--- config.mk ---
export PLATFORM = sky130hd
export DESIGN_NAME = gray2rgb_out_flat
export DESIGN_NICKNAME = d
export VERILOG_FILES = /design/src/rtl/gray2rgb_out_if.sv /design/src/rtl/gray2rgb_out.sv /design/src/flat_wrapper.sv
export SDC_FILE = /design/constraint.sdc
export NUM_CORES = 1
export LEC_CHECK = 0
export BUFFER_PORTS_ARGS = -buffer_cell sky130_fd_sc_hd__buf_2
export CAP_MARGIN = 20
export CORE_AREA = 2 2 75 70
export CTS_CLUSTER_SIZE = 8
export DETAILED_ROUTE_END_ITERATION = 8
export DIE_AREA = 0 0 77 72
export GPL_ROUTABILITY_DRIVEN = 0
export PLACE_DENSITY = 0.75
export SETUP_SLACK_MARGIN = 0.2
export SLEW_MARGIN = 40
export SYNTH_ARGS = -nofsm -noshare
export SYNTH_HDL_FRONTEND = slang
export SYNTH_SLANG_ARGS = --single-unit
--- constraint.sdc ---
create_clock -name CLK -period 1.9 [get_ports CLK]
set_clock_uncertainty 0.05 [all_clocks]
set_input_delay 0.57 -clock CLK [delete_from_list [all_inputs] [get_ports CLK]]
set_output_delay 0.57 -clock CLK [all_outputs]
set_load 0.005 [all_outputs]
--- src/rtl/gray2rgb_out_if.sv ---
// Pixel stream bundle for gray2rgb_out: grayscale input side and RGB444 output side.
// The master drives the grayscale pixels and o_ready; the slave is the converter itself.
interface gray2rgb_out_if;
  logic        i_valid;
  logic        i_ready;
  logic [7:0]  i_data;
  logic [1:0]  i_mode;
  logic [7:0]  i_thresh;
  logic        o_valid;
  logic        o_ready;
  logic [11:0] o_data;
  logic        o_sof;
  logic        o_eol;
  logic        o_eof;

  modport master (
    output i_valid, i_data, i_mode, i_thresh, o_ready,
    input  i_ready, o_valid, o_data, o_sof, o_eol, o_eof
  );

  modport slave (
    input  i_valid, i_data, i_mode, i_thresh, o_ready,
    output i_ready, o_valid, o_data, o_sof, o_eol, o_eof
  );
endinterface

--- src/rtl/gray2rgb_out.sv ---
// Grayscale to RGB444 converter with a 4-deep output FIFO and frame position markers.
// Each pixel is converted at input time using the mode/threshold in force at its handshake.
module gray2rgb_out #(
  parameter int IMG_W = 320,
  parameter int IMG_H = 240
) (
  input  logic CLK,
  input  logic RST,
  gray2rgb_out_if.slave bus
);

  localparam int COL_W = (IMG_W > 1) ? $clog2(IMG_W) : 1;
  localparam int ROW_W = (IMG_H > 1) ? $clog2(IMG_H) : 1;
  localparam logic [COL_W-1:0] COL_LAST = COL_W'(IMG_W - 1);
  localparam logic [ROW_W-1:0] ROW_LAST = ROW_W'(IMG_H - 1);

  logic [11:0]      mem_q [4];
  logic [11:0]      mem_wdata;
  logic [1:0]       wr_ptr_q, wr_ptr_d;
  logic [1:0]       rd_ptr_q, rd_ptr_d;
  logic [2:0]       count_q, count_d;
  logic [COL_W-1:0] col_q, col_d;
  logic [ROW_W-1:0] row_q, row_d;
  logic             in_hs;
  logic             out_hs;
  logic             out_valid;
  logic             at_eol;

  function automatic logic [11:0] convert(input logic [7:0] data,
                                          input logic [1:0] mode,
                                          input logic [7:0] thresh);
    logic [3:0] n;
    n = data[7:4];
    case (mode)
      2'b01:   return (data >= thresh) ? 12'hFFF : 12'h000;
      2'b10:   return {~n, ~n, ~n};
      default: return {n, n, n};
    endcase
  endfunction

  // i_ready is gated by RST so nothing is accepted while reset is held.
  assign out_valid   = (count_q != 3'd0);
  assign bus.i_ready = (count_q != 3'd4) && RST;
  assign in_hs       = bus.i_valid && bus.i_ready;
  assign out_hs      = out_valid && bus.o_ready;
  assign mem_wdata   = convert(bus.i_data, bus.i_mode, bus.i_thresh);

  assign at_eol      = out_valid && (col_q == COL_LAST);
  assign bus.o_valid = out_valid;
  assign bus.o_data  = out_valid ? mem_q[rd_ptr_q] : 12'h000;
  assign bus.o_sof   = out_valid && (col_q == '0) && (row_q == '0);
  assign bus.o_eol   = at_eol;
  assign bus.o_eof   = at_eol && (row_q == ROW_LAST);

  always_comb begin
    wr_ptr_d = wr_ptr_q;
    rd_ptr_d = rd_ptr_q;
    count_d  = count_q + {2'b00, in_hs} - {2'b00, out_hs};
    col_d    = col_q;
    row_d    = row_q;

    if (in_hs) begin
      wr_ptr_d = wr_ptr_q + 2'd1;
    end

    // Frame position follows the pixel currently leaving, not the one arriving.
    if (out_hs) begin
      rd_ptr_d = rd_ptr_q + 2'd1;
      if (col_q == COL_LAST) begin
        col_d = '0;
        row_d = (row_q == ROW_LAST) ? '0 : row_q + ROW_W'(1);
      end else begin
        col_d = col_q + COL_W'(1);
      end
    end

    if (!RST) begin
      wr_ptr_d = '0;
      rd_ptr_d = '0;
      count_d  = '0;
      col_d    = '0;
      row_d    = '0;
    end
  end

  always_ff @(posedge CLK) begin
    wr_ptr_q <= wr_ptr_d;
    rd_ptr_q <= rd_ptr_d;
    count_q  <= count_d;
    col_q    <= col_d;
    row_q    <= row_d;
  end

  always_ff @(posedge CLK) begin
    if (in_hs) begin
      mem_q[wr_ptr_q] <= mem_wdata;
    end
  end

endmodule

--- src/flat_wrapper.sv ---
// flat-port wrapper written by rule: the top's interface ports become plain ports
module gray2rgb_out_flat 
#(
  parameter int IMG_W = 320,
  parameter int IMG_H = 240
)
  (CLK, RST, bus_i_valid, bus_i_data, bus_i_mode, bus_i_thresh, bus_o_ready, bus_i_ready, bus_o_valid, bus_o_data, bus_o_sof, bus_o_eol, bus_o_eof);
  gray2rgb_out_if bus_i ();
  input  logic CLK;
  input  logic RST;
  input wire logic [$bits(bus_i.i_valid)-1:0] bus_i_valid;
  input wire logic [$bits(bus_i.i_data)-1:0] bus_i_data;
  input wire logic [$bits(bus_i.i_mode)-1:0] bus_i_mode;
  input wire logic [$bits(bus_i.i_thresh)-1:0] bus_i_thresh;
  input wire logic [$bits(bus_i.o_ready)-1:0] bus_o_ready;
  output wire logic [$bits(bus_i.i_ready)-1:0] bus_i_ready;
  output wire logic [$bits(bus_i.o_valid)-1:0] bus_o_valid;
  output wire logic [$bits(bus_i.o_data)-1:0] bus_o_data;
  output wire logic [$bits(bus_i.o_sof)-1:0] bus_o_sof;
  output wire logic [$bits(bus_i.o_eol)-1:0] bus_o_eol;
  output wire logic [$bits(bus_i.o_eof)-1:0] bus_o_eof;
  assign bus_i.i_valid = bus_i_valid;
  assign bus_i.i_data = bus_i_data;
  assign bus_i.i_mode = bus_i_mode;
  assign bus_i.i_thresh = bus_i_thresh;
  assign bus_i.o_ready = bus_o_ready;
  assign bus_i_ready = bus_i.i_ready;
  assign bus_o_valid = bus_i.o_valid;
  assign bus_o_data = bus_i.o_data;
  assign bus_o_sof = bus_i.o_sof;
  assign bus_o_eol = bus_i.o_eol;
  assign bus_o_eof = bus_i.o_eof;
  gray2rgb_out #(.IMG_W(IMG_W), .IMG_H(IMG_H)) u_core (.CLK(CLK), .RST(RST), .bus(bus_i));
endmodule
==> results of run 1 <==
-- sequential cells by signal, indices dropped and copies added (netlist names), named ones only --
signal,cells
u_core.col_q,9
u_core.count_q,3
u_core.row_q,8
u_core.mem_q,16
u_core.rd_ptr_q,2
u_core.wr_ptr_q,2
-- path summary, 6_finish.rpt --
path,start,to,slack (ns),cells after the start
min reg2reg,u_core.row_q[1]$_SDFFE_PN0P_,u_core.row_q[1]$_SDFFE_PN0P_,0.44,2
min,u_core.row_q[1]$_SDFFE_PN0P_,u_core.row_q[1]$_SDFFE_PN0P_,0.44,2
max,u_core.count_q[0]$_SDFF_PN0_,bus_o_eof,-0.29,5
max reg2reg,u_core.count_q[2]$_SDFF_PN0_,u_core.count_q[1]$_SDFF_PN0_,-0.09,8
-- layout make-up --
type	count	area (um^2)	area share
Tap cell	65	81.3	0.0246
Sequential cell	42	1010	0.306
Multi-Input combinational cell	158	1470	0.444
Clock buffer	6	72.6	0.0220
Inverter	23	101	0.0307
Clock inverter	2	33.8	0.0102
Timing Repair Buffer	68	534	0.162
-- power groups by stage --
stage / sequential [W] / combinational (W) / clock, W
2_1_floorplan: 0.00114 / 0.000894 / 0
3_3_place_gp: 0.00114 / 0.00108 / 0
3_5_place_dp: 0.00114 / 0.00110 / 0
4_1_cts: 0.00112 / 0.00132 / 0.000682
5_1_grt: 0.00113 / 0.00158 / 0.000716
6_report: 0.00112 / 0.00143 / 0.000666
-- per-layer routing --
layer / share of wire / global-route usage
met1: 0.44 / 0.232
met5: 0 / 0
met3: 0.034 / 0.0398
met2: 0.51 / 0.310
met4: 0.016 / 0.0635
-- critical path, delay by kind of cell, from the launching register on --
| kind | cells | cell delay (ns) |
|---|---|---|
| buffers and inverters | 1 | 0.11 |
| flip-flops | 1 | 0.33 |
| AND/OR/NAND/NOR | 4 | 0.84 |
-- Yosys cell counts, types with 4 or more instances --
| library cell | instances | area [um^2] |
|---|---|---|
| and2_1 | 7 | 43.8 |
| nand4_1 | 5 | 31.3 |
| nand3_1 | 13 | 65.1 |
| nor3b_1 | 4 | 30.0 |
| mux4_2 | 4 | 90.1 |
| ha_1 | 20 | 250 |
| and2_2 | 5 | 37.5 |
| o21ai_0 | 4 | 20.0 |
| edfxtp_1 | 16 | 480 |
| xnor2_1 | 5 | 43.8 |
| nand2_1 | 15 | 56.3 |
| and3_1 | 4 | 25.0 |
| dfxtp_1 | 26 | 521 |
| nor2_1 | 23 | 86.3 |
| xor2_1 | 8 | 70.1 |
| buf_4 | 8 | 60.1 |
| a21oi_1 | 9 | 45.0 |
| inv_1 | 23 | 86.3 |
-- timing repair --
item / in CTS / in global routing
setup buffers: 3 / 2
pin swaps: 8 / 19
hold buffers: 0 / 0
resized for setup: 28 / 37
endpoints found under the setup margin: 43 / 53
-- cell families (layout without fill, tap and decap cells) --
family | count (synthesis) | after routing | share of synthesized area
xor+xnor | 13 | 13 | 0.0480
simple gates | 93 | 93 | 0.213
flops | 42 | 42 | 0.422
fa+ha+maj | 21 | 21 | 0.114
compound gates | 26 | 26 | 0.0828
buf+inv | 37 | 99 | 0.0781
mux | 5 | 5 | 0.0422
-- metrics by stage --
step                       util  hold slack, ns  setup slack, ns  area, um^2  instances
after floorplan               -           0.412          -0.0480        2560        237
after global placement    0.608           0.426           -0.117        2880        351
after detailed placement  0.608           0.435           -0.154        2880        351
after CTS                 0.660           0.444           -0.288        3130        362
after global routing      0.696           0.491           -0.325        3300        364
final                     0.696           0.443           -0.289        3300        364
==> metrics.txt, run 1 <==
Port Buffer Count 38; CTS tree done; Crit Path Max Fanout 2; Logic pwr share 0.445; Most Frequent Cell on Critical Path and2_4; antenna cells 0; Post-Syn Area around 2400 um^2; final-stage net count 341; Synth Warn # 0; largest net degree at the start of global routing 14; most common cell after layout, fill and taps aside buf_4; FP Rows 24; CP max-delay cell or3_4; initial antenna violation count 0; DRT Wirelength 4.88 mm; RSZ-0062 raised after global routing yes; Mapped Cells 237; drt wl/cell 13.4 um; Final Power 0.00322 W; Worst Path Required 1.28 ns; Highest Clock Rate 457 MHz; vias per cell 5.22; TritonCTS Buffers 5; synth unique cells 44; Clk pwr share 0.207; H-Tree Level Count 2; clock buffer depth 2; Worst VDD drop between 400 and 500 uV; Psw 0.000954 W; vias 1899; #FFs+latches synth 42; Area growth syn-to-layout 39.2%; DRT Pass-1 Iters 4; die area around 5500 um^2; first-pass GRT wire length 8.00 mm; internal power 0.00226 W; fillers between 300 and 400; leak pwr 1.35 nW; # setup viols final 18; Crit. End Element output pin; PwrDens 975 nW/um^2; slowest stage delay, CP 0.39 ns; core box area 4740 um^2; Sink Count between 40 and 50; Sw Share 0.296; latest clock arrival within the worst-skew pair 0.29 ns; Worst EP arrival around 1.6 ns; Ports 39; share of layout cells above drive strength 1 0.465; HPWL after detailed placement around 3.4 mm; drt first-iter violations 113; async set-reset flop share out of synthesis 0; most frequent cells in the layout buf_4 (25), buf_2 (22), nor2_1 (21), buf_6 (21), dfxtp_1 (20); global-route usage over all layers 0.182; CTS root buf clkbuf_8; violated checks negative setup slack; worst slew pin tran 0.317 ns; EDFF count, synth 16; fin worst setup slack -0.289 ns; vias in the first global route between 1500 and 2000; register area share after synthesis 0.422; Die W 77 um; Max Slew Vio Count 0; Worst-path clk slew 0.07 ns; status complete, but fails checks; Hold Fails Final Rpt 0; Slew headroom 0.786; syn avg cell area 10.0 um^2; worst hold-check path type reg -> reg; minimum clock period 2.19 ns; Die H 72 um; Initial Utilization 0.500; ordered cell list for the critical path or3_4, and2_4, and4_4, and2_4, buf_6; top_reg_cell synth dfxtp_1; grt ovf 0; syn_nets between 200 and 300; Reg power frac 0.349; max-cap viol count 0; total negative slack -3.18 ns; drt drc 0; Crit Path Category reg -> out; crit path launch type flop; period utilization 1.15; final antenna-violating net count 0
Power figures use the tool's default switching activity.
==> run 2: changes to the inputs <==
--- a/config.mk
+++ b/config.mk
@@ -13,8 +13,9 @@
 export DIE_AREA = 0 0 77 72
 export GPL_ROUTABILITY_DRIVEN = 0
 export PLACE_DENSITY = 0.75
+export REMOVE_ABC_BUFFERS = 1
 export SETUP_SLACK_MARGIN = 0.2
-export SLEW_MARGIN = 40
+export SLEW_MARGIN = 15
 export SYNTH_ARGS = -nofsm -noshare
 export SYNTH_HDL_FRONTEND = slang
 export SYNTH_SLANG_ARGS = --single-unit
==> metrics.txt, run 2 (same netlist as run 1, synthesis figures left out) <==
status complete, but fails checks; violated checks negative setup slack; worst slew pin tran 0.329 ns (+0.0115 ns); HPWL after detailed placement 3.40 mm (-1.2%); largest register by flop count u_core.mem_q; drt wl/cell 15.0 um (+12%); r2r worst-path depth 8 (unchanged); delay-heaviest family, CP simple AND/OR/NAND/NOR gates; DRT Wirelength 5.46 mm (+12%); first-pass GRT wire length 8.34 mm (+4.2%); period utilization 1.13 (-0.0238); vias per cell 5.32 (+2.1%); Worst Path Required 1.28 ns (about the same); hold path endpoint u_core.row_q[1]$_SDFFE_PN0P_; most frequent cells in the layout buf_4 (26), buf_2 (23), nor2_1 (20), buf_6 (19), inv_1 (18); biggest regs u_core.mem_q (16), u_core.col_q (9), u_core.row_q (8); Hold Fails Final Rpt 0 (unchanged); global-route usage over all layers 0.185 (+0.00293); Crit Path Max Fanout 2 (unchanged); worst hold-check path type reg -> reg; die area 5540 um^2 (unchanged); Worst VDD drop 371 uV (-14%); core box area 4740 um^2 (unchanged); final antenna-violating net count 0 (unchanged); latest clock arrival within the worst-skew pair 0.29 ns (about the same); fin worst setup slack -0.244 ns (+0.0452 ns); clock buffer depth 2 (unchanged); TritonCTS Buffers 5 (unchanged); Sink Count 42 (unchanged); initial antenna violation count 0 (unchanged); Register-to-Register Setup Slack -0.13 ns (-0.04 ns); Max Slew Vio Count 0 (unchanged); CTS root buf clkbuf_8; vias 1938 (+2.1%); Ports 39 (unchanged); share of layout cells above drive strength 1 0.465 (unchanged); vias in the first global route 1899 (+4.6%); WP buf/inv 1 (unchanged); Most Frequent Cell on Critical Path and2_4; Die W 77 um (unchanged); number of flip-flops in the largest register 16 (unchanged); largest net degree at the start of global routing 15 (+1); grt ovf 0 (unchanged); Area growth syn-to-layout 35.8%; PwrDens 937 nW/um^2 (-3.8%); Post-Route Utilization 0.679 (-0.0169); Crit Path Category reg -> out; Hold Crit Start u_core.row_q[1]$_SDFFE_PN0P_; leak pwr 1.33 nW (-2.0%); hold depth 2 (unchanged); Worst EP arrival 1.52 ns (-0.05 ns); Port Buffer Count 38 (unchanged); final-stage net count 341 (unchanged); minimum clock period 2.14 ns (-0.0452 ns); DRT Pass-1 Iters 4 (unchanged); most common cell after layout, fill and taps aside buf_4; RSZ-0062 raised after global routing yes; Post-CTS Hold Fix Bufs 0 (unchanged); ordered cell list for the critical path or3_4, and2_4, and4_4, and2_4, buf_6; Slew headroom 0.779 (-0.00776); drt first-iter violations 77 (-32%); reg2reg end u_core.count_q[1]$_SDFF_PN0_; Initial Utilization 0.500 (unchanged); CTS tree done; Worst-path clk slew 0.08 ns (about the same); filler-free cell count of the finished design 364 (unchanged); Die H 72 um (unchanged); drt drc 0 (unchanged); FP Rows 24 (unchanged); max-cap viol count 0 (unchanged); H-Tree Level Count 2 (unchanged); crit path launch type flop; # setup viols final 18 (unchanged); Reg-to-Reg Start u_core.count_q[1]$_SDFF_PN0_; Highest Clock Rate 466 MHz (+2.1%); antenna cells 0 (unchanged); slowest stage delay, CP 0.38 ns (about the same); dpl cells 345 (-1.7%); CP max-delay cell or3_4; Crit. End Element output pin
run 2: cell count changes in the layout (fill, tap and decap cells not counted), moves of 3 or more:
cell	previous run	this run
and2_4	10	6
inv_1	15	18
and2_2	0	4
dfxtp_1	20	17
run 2: what timing repair did:
action                     4_1_cts  5_1_grt
setup endpoints to repair       44       63
gates cloned                     0        0
setup buffers                    6        5
pin swaps                       18       19
gates resized for setup         46       38
run 2: how the worst max path moves through the flow:
stage / to / start / cells after the start / slack (ns)
5_1_grt: bus_o_eof / u_core.count_q[0]$_SDFF_PN0_ / 5 / -0.28
2_1_floorplan: u_core.count_q[1]$_SDFF_PN0_ / RST / 5 / -0.16
3_5_place_dp: u_core.mem_q[1][7]$_DFFE_PP_ / bus_i_thresh[1] / 7 / -0.33
4_1_cts: bus_o_eof / u_core.count_q[1]$_SDFF_PN0_ / 5 / -0.25
3_3_place_gp: u_core.mem_q[0][8]$_DFFE_PP_ / bus_i_thresh[1] / 7 / -0.24
6_report: bus_o_eof / u_core.count_q[0]$_SDFF_PN0_ / 5 / -0.24
run 2: final cells by class:
type,instances,area (um^2)
well taps,65,81.3
fillers,378,1520
clock buffers,5,68.8
flip-flops and latches,42,1020
inverters,23,88.8
clock inverters,3,20.0
repair buffers,68,524
multi-input cells,158,1420
run 2: tightest hold or removal path, stage by stage (launching register included):
cell and delay, ns:
dfxtp_1 0.34, nand2_1 0.06, a21oi_1 0.05
run 2: power by group:
part / leakage (nW) / internal (W) / switching [W] / total, W
Sequential: 0.362 / 0.00105 / 0.0000858 / 0.00113
Clock: 0.0422 / 0.000259 / 0.000317 / 0.000576
Combinational: 0.923 / 0.000755 / 0.000558 / 0.00131
Total: 1.33 / 0.00206 / 0.000961 / 0.00302
run 2: through the flow:
step	hold slack [ns]	setup TNS [ns]	worst slack [ns]	instance area [um^2]	power [W]
detailed placement	0.434	-5.87	-0.331	2690	0.00205
floorplan	0.412	-0.271	-0.158	2270	0.00166
global route	0.467	-3.86	-0.285	3220	0.00320
finish	0.439	-2.99	-0.244	3220	0.00302
global placement	0.427	-4.68	-0.239	2690	0.00202
CTS	0.445	-3.11	-0.252	3000	0.00290
run 2: layer usage:
layer | up-vias | wire [um] | track usage
met1 | 932 | 2350 | 0.225
met2 | 61 | 2890 | 0.341
met5 | - | 0 | 0
li1 | 939 | - | -
met4 | 0 | 34 | 0.0516
met3 | 6 | 184 | 0.0323
==> run 3: changes to the inputs <==
--- a/config.mk
+++ b/config.mk
@@ -5,14 +5,14 @@
 export SDC_FILE = /design/constraint.sdc
 export NUM_CORES = 1
 export LEC_CHECK = 0
-export BUFFER_PORTS_ARGS = -buffer_cell sky130_fd_sc_hd__buf_2
 export CAP_MARGIN = 20
-export CORE_AREA = 2 2 75 70
+export CORE_AREA = 2 2 72 67
 export CTS_CLUSTER_SIZE = 8
 export DETAILED_ROUTE_END_ITERATION = 8
-export DIE_AREA = 0 0 77 72
+export DIE_AREA = 0 0 74 69
+export DONT_BUFFER_PORTS = 1
 export GPL_ROUTABILITY_DRIVEN = 0
-export PLACE_DENSITY = 0.75
+export PLACE_DENSITY = 0.73
 export REMOVE_ABC_BUFFERS = 1
 export SETUP_SLACK_MARGIN = 0.2
 export SLEW_MARGIN = 15
==> metrics.txt, run 3 (same netlist as run 1, synthesis figures left out) <==
ordered cell list for the critical path nor4_4, nand3_1, nor4_2, buf_4; DRT Wirelength 4.62 mm (-15%); violated checks negative setup slack; CTS tree done; Sw Share 0.305 (-0.0131); fillers 348 (-7.9%); latest clock arrival within the worst-skew pair 0.30 ns (about the same); biggest regs u_core.mem_q (16), u_core.col_q (9), u_core.row_q (8); final antenna-violating net count 0 (unchanged); slowest stage delay, CP 0.36 ns (-0.02 ns); Worst VDD drop 591 uV (+60%); vias in the first global route 1696 (-11%); core box area 4350 um^2 (-8.4%); worst hold-check path type in -> reg; Highest Clock Rate 478 MHz (+2.5%); minimum clock period 2.09 ns (-0.0533 ns); Area growth syn-to-layout 19.3%; grt ovf 0 (unchanged); Initial Utilization 0.546 (+0.0459); period utilization 1.10 (-0.0280); worst slew pin tran 0.319 ns (-0.0101 ns); Top Usage Layer GRT met2; delay-heaviest family, CP simple AND/OR/NAND/NOR gates; register area 1010 um^2 (-0.62%); internal power 0.00201 W (-2.3%); status complete, but fails checks; r2r worst-path depth 8 (unchanged); Psw 0.000883 W (-8.0%); Die H 69 um (-4.2%); HPWL after detailed placement 3.14 mm (-7.8%); hold path endpoint u_core.count_q[0]$_SDFF_PN0_; clock buffer depth 2 (unchanged); H-Tree Level Count 2 (unchanged); Hold Crit Start RST; crit path launch type flop; CTS root buf clkbuf_8; Slew headroom 0.785 (+0.00682); fin worst setup slack -0.191 ns (+0.0533 ns); CP max-delay cell dfxtp_2; Clk pwr share 0.234 (+0.043); max-cap viol count 0 (unchanged); Die W 74 um (-3.9%); GR Layer Usage met1 0.257 (+0.0326); met3 Usage GRT 0.0395 (+0.00714); # setup viols final 17 (-1); leak pwr 1.13 nW (-15%); Crit Path Max Fanout 4 (+2); most common cell after layout, fill and taps aside inv_1; Post-CTS Hold Fix Bufs 0 (unchanged); first-pass GRT wire length 7.77 mm (-6.9%); vias per cell 5.53 (+3.9%); reg2reg end u_core.count_q[1]$_SDFF_PN0_; drt first-iter violations 107 (+39%); Logic pwr share 0.378 (-0.057); Crit Path Category reg -> out; Finished Cell Area 2830 um^2 (-12%); Area after DPL 2490 um^2 (-7.5%); Worst Path Required 1.28 ns (about the same); drt drc 0 (unchanged); final-stage net count 296 (-13%); Reg-to-Reg Start u_core.count_q[1]$_SDFF_PN0_; Reg power frac 0.388 (+0.013); largest net degree at the start of global routing 15 (unchanged); Worst EP arrival 1.47 ns (-0.05 ns); initial antenna violation count 0 (unchanged); RSZ-0062 raised after global routing yes; TritonCTS Buffers 5 (unchanged); most frequent cells in the layout inv_1 (22), nor2_1 (21), dfxtp_1 (20), buf_4 (17); drt wl/cell 14.7 um (-2.2%); global-route usage over all layers 0.197 (+0.0119); WP buf/inv 1 (unchanged); share of layout cells above drive strength 1 0.304 (-0.161); FP Rows 23 (-4.2%); largest register by flop count u_core.mem_q; Post-Route Utilization 0.651 (-0.0278); Multi-input gate area 1350 um^2 (-4.8%); die area 5110 um^2 (-7.9%); Crit. End Element output pin; PwrDens 1020 nW/um^2 (+9.2%); total negative slack -2.43 ns (+0.555 ns); met2 usage 0.314 (-0.0266); Ports 39 (unchanged); Hold Fails Final Rpt 0 (unchanged); antenna cells 0 (unchanged); Port Buffer Count 0 (-100%); Max Slew Vio Count 0 (unchanged); number of flip-flops in the largest register 16 (unchanged); hold depth 1 (-1); DRT Pass-1 Iters 4 (unchanged); Sink Count 42 (unchanged); Worst-path clk slew 0.08 ns (about the same); vias 1742 (-10%); Register-to-Register Setup Slack -0.12 ns (about the same)
## run 3: power groups by stage
stage	Sequential [W]	Clock, W	Combinational (W)
3_5_place_dp	0.00113	0	0.000784
2_1_floorplan	0.00112	0	0.000534
6_report	0.00112	0.000679	0.00109
3_3_place_gp	0.00113	0	0.000766
4_1_cts	0.00112	0.000682	0.000963
5_1_grt	0.00114	0.000709	0.00122
## run 3: area by class of cell
type / instances / share of cell area
clock buffer: 5 / 0.0243
clock inverter: 2 / 0.0119
inverter: 23 / 0.0305
multi-input combinational: 158 / 0.478
sequential: 42 / 0.357
tap: 62 / 0.0274
timing repair buffer: 23 / 0.0703
## run 3: worst max-delay path by stage
stage / startpoint / end / slack (ns) / depth (start not counted)
after floorplan: RST / u_core.count_q[1]$_SDFF_PN0_ / -0.16 / 5
after global placement: bus_i_thresh[1] / u_core.mem_q[2][9]$_DFFE_PP_ / -0.23 / 6
after detailed placement: bus_i_thresh[1] / u_core.mem_q[0][9]$_DFFE_PP_ / -0.26 / 6
after CTS: u_core.row_q[5]$_SDFFE_PN0P_ / bus_o_sof / -0.20 / 3
after global routing: u_core.col_q[4]$_SDFFE_PN0P_ / bus_o_sof / -0.28 / 4
final: u_core.col_q[4]$_SDFFE_PN0P_ / bus_o_sof / -0.19 / 4
## run 3: routing by layer
layer	vias to the layer above	wire length, um
met1	834	2030
met4	0	66
li1	852	-
met2	49	2300
met3	7	216
met5	-	0
## run 3: repair_timing
action,in CTS,in global routing
endpoints found under the setup margin,34,62
gates resized for setup,34,20
pin swaps,12,13
setup buffers,2,3
## run 3: worst register-to-register path, cell delays in order, from the launching register on
cell,delay (ns)
dfxtp_2,0.33
buf_6,0.11
buf_6,0.11
o31a_4,0.28
ha_4,0.27
inv_2,0.04
ha_4,0.14
fa_2,0.51
and2_4,0.12
## run 3: through the flow
stage / hold slack (ns) / setup slack [ns] / power (W) / cells
global placement: 0.425 / -0.233 / 0.00189 / 303
CTS: 0.343 / -0.201 / 0.00276 / 312
finish: 0.345 / -0.191 / 0.00290 / 315
detailed placement: 0.438 / -0.259 / 0.00191 / 303
global route: 0.351 / -0.278 / 0.00306 / 315
floorplan: 0.412 / -0.158 / 0.00166 / 223
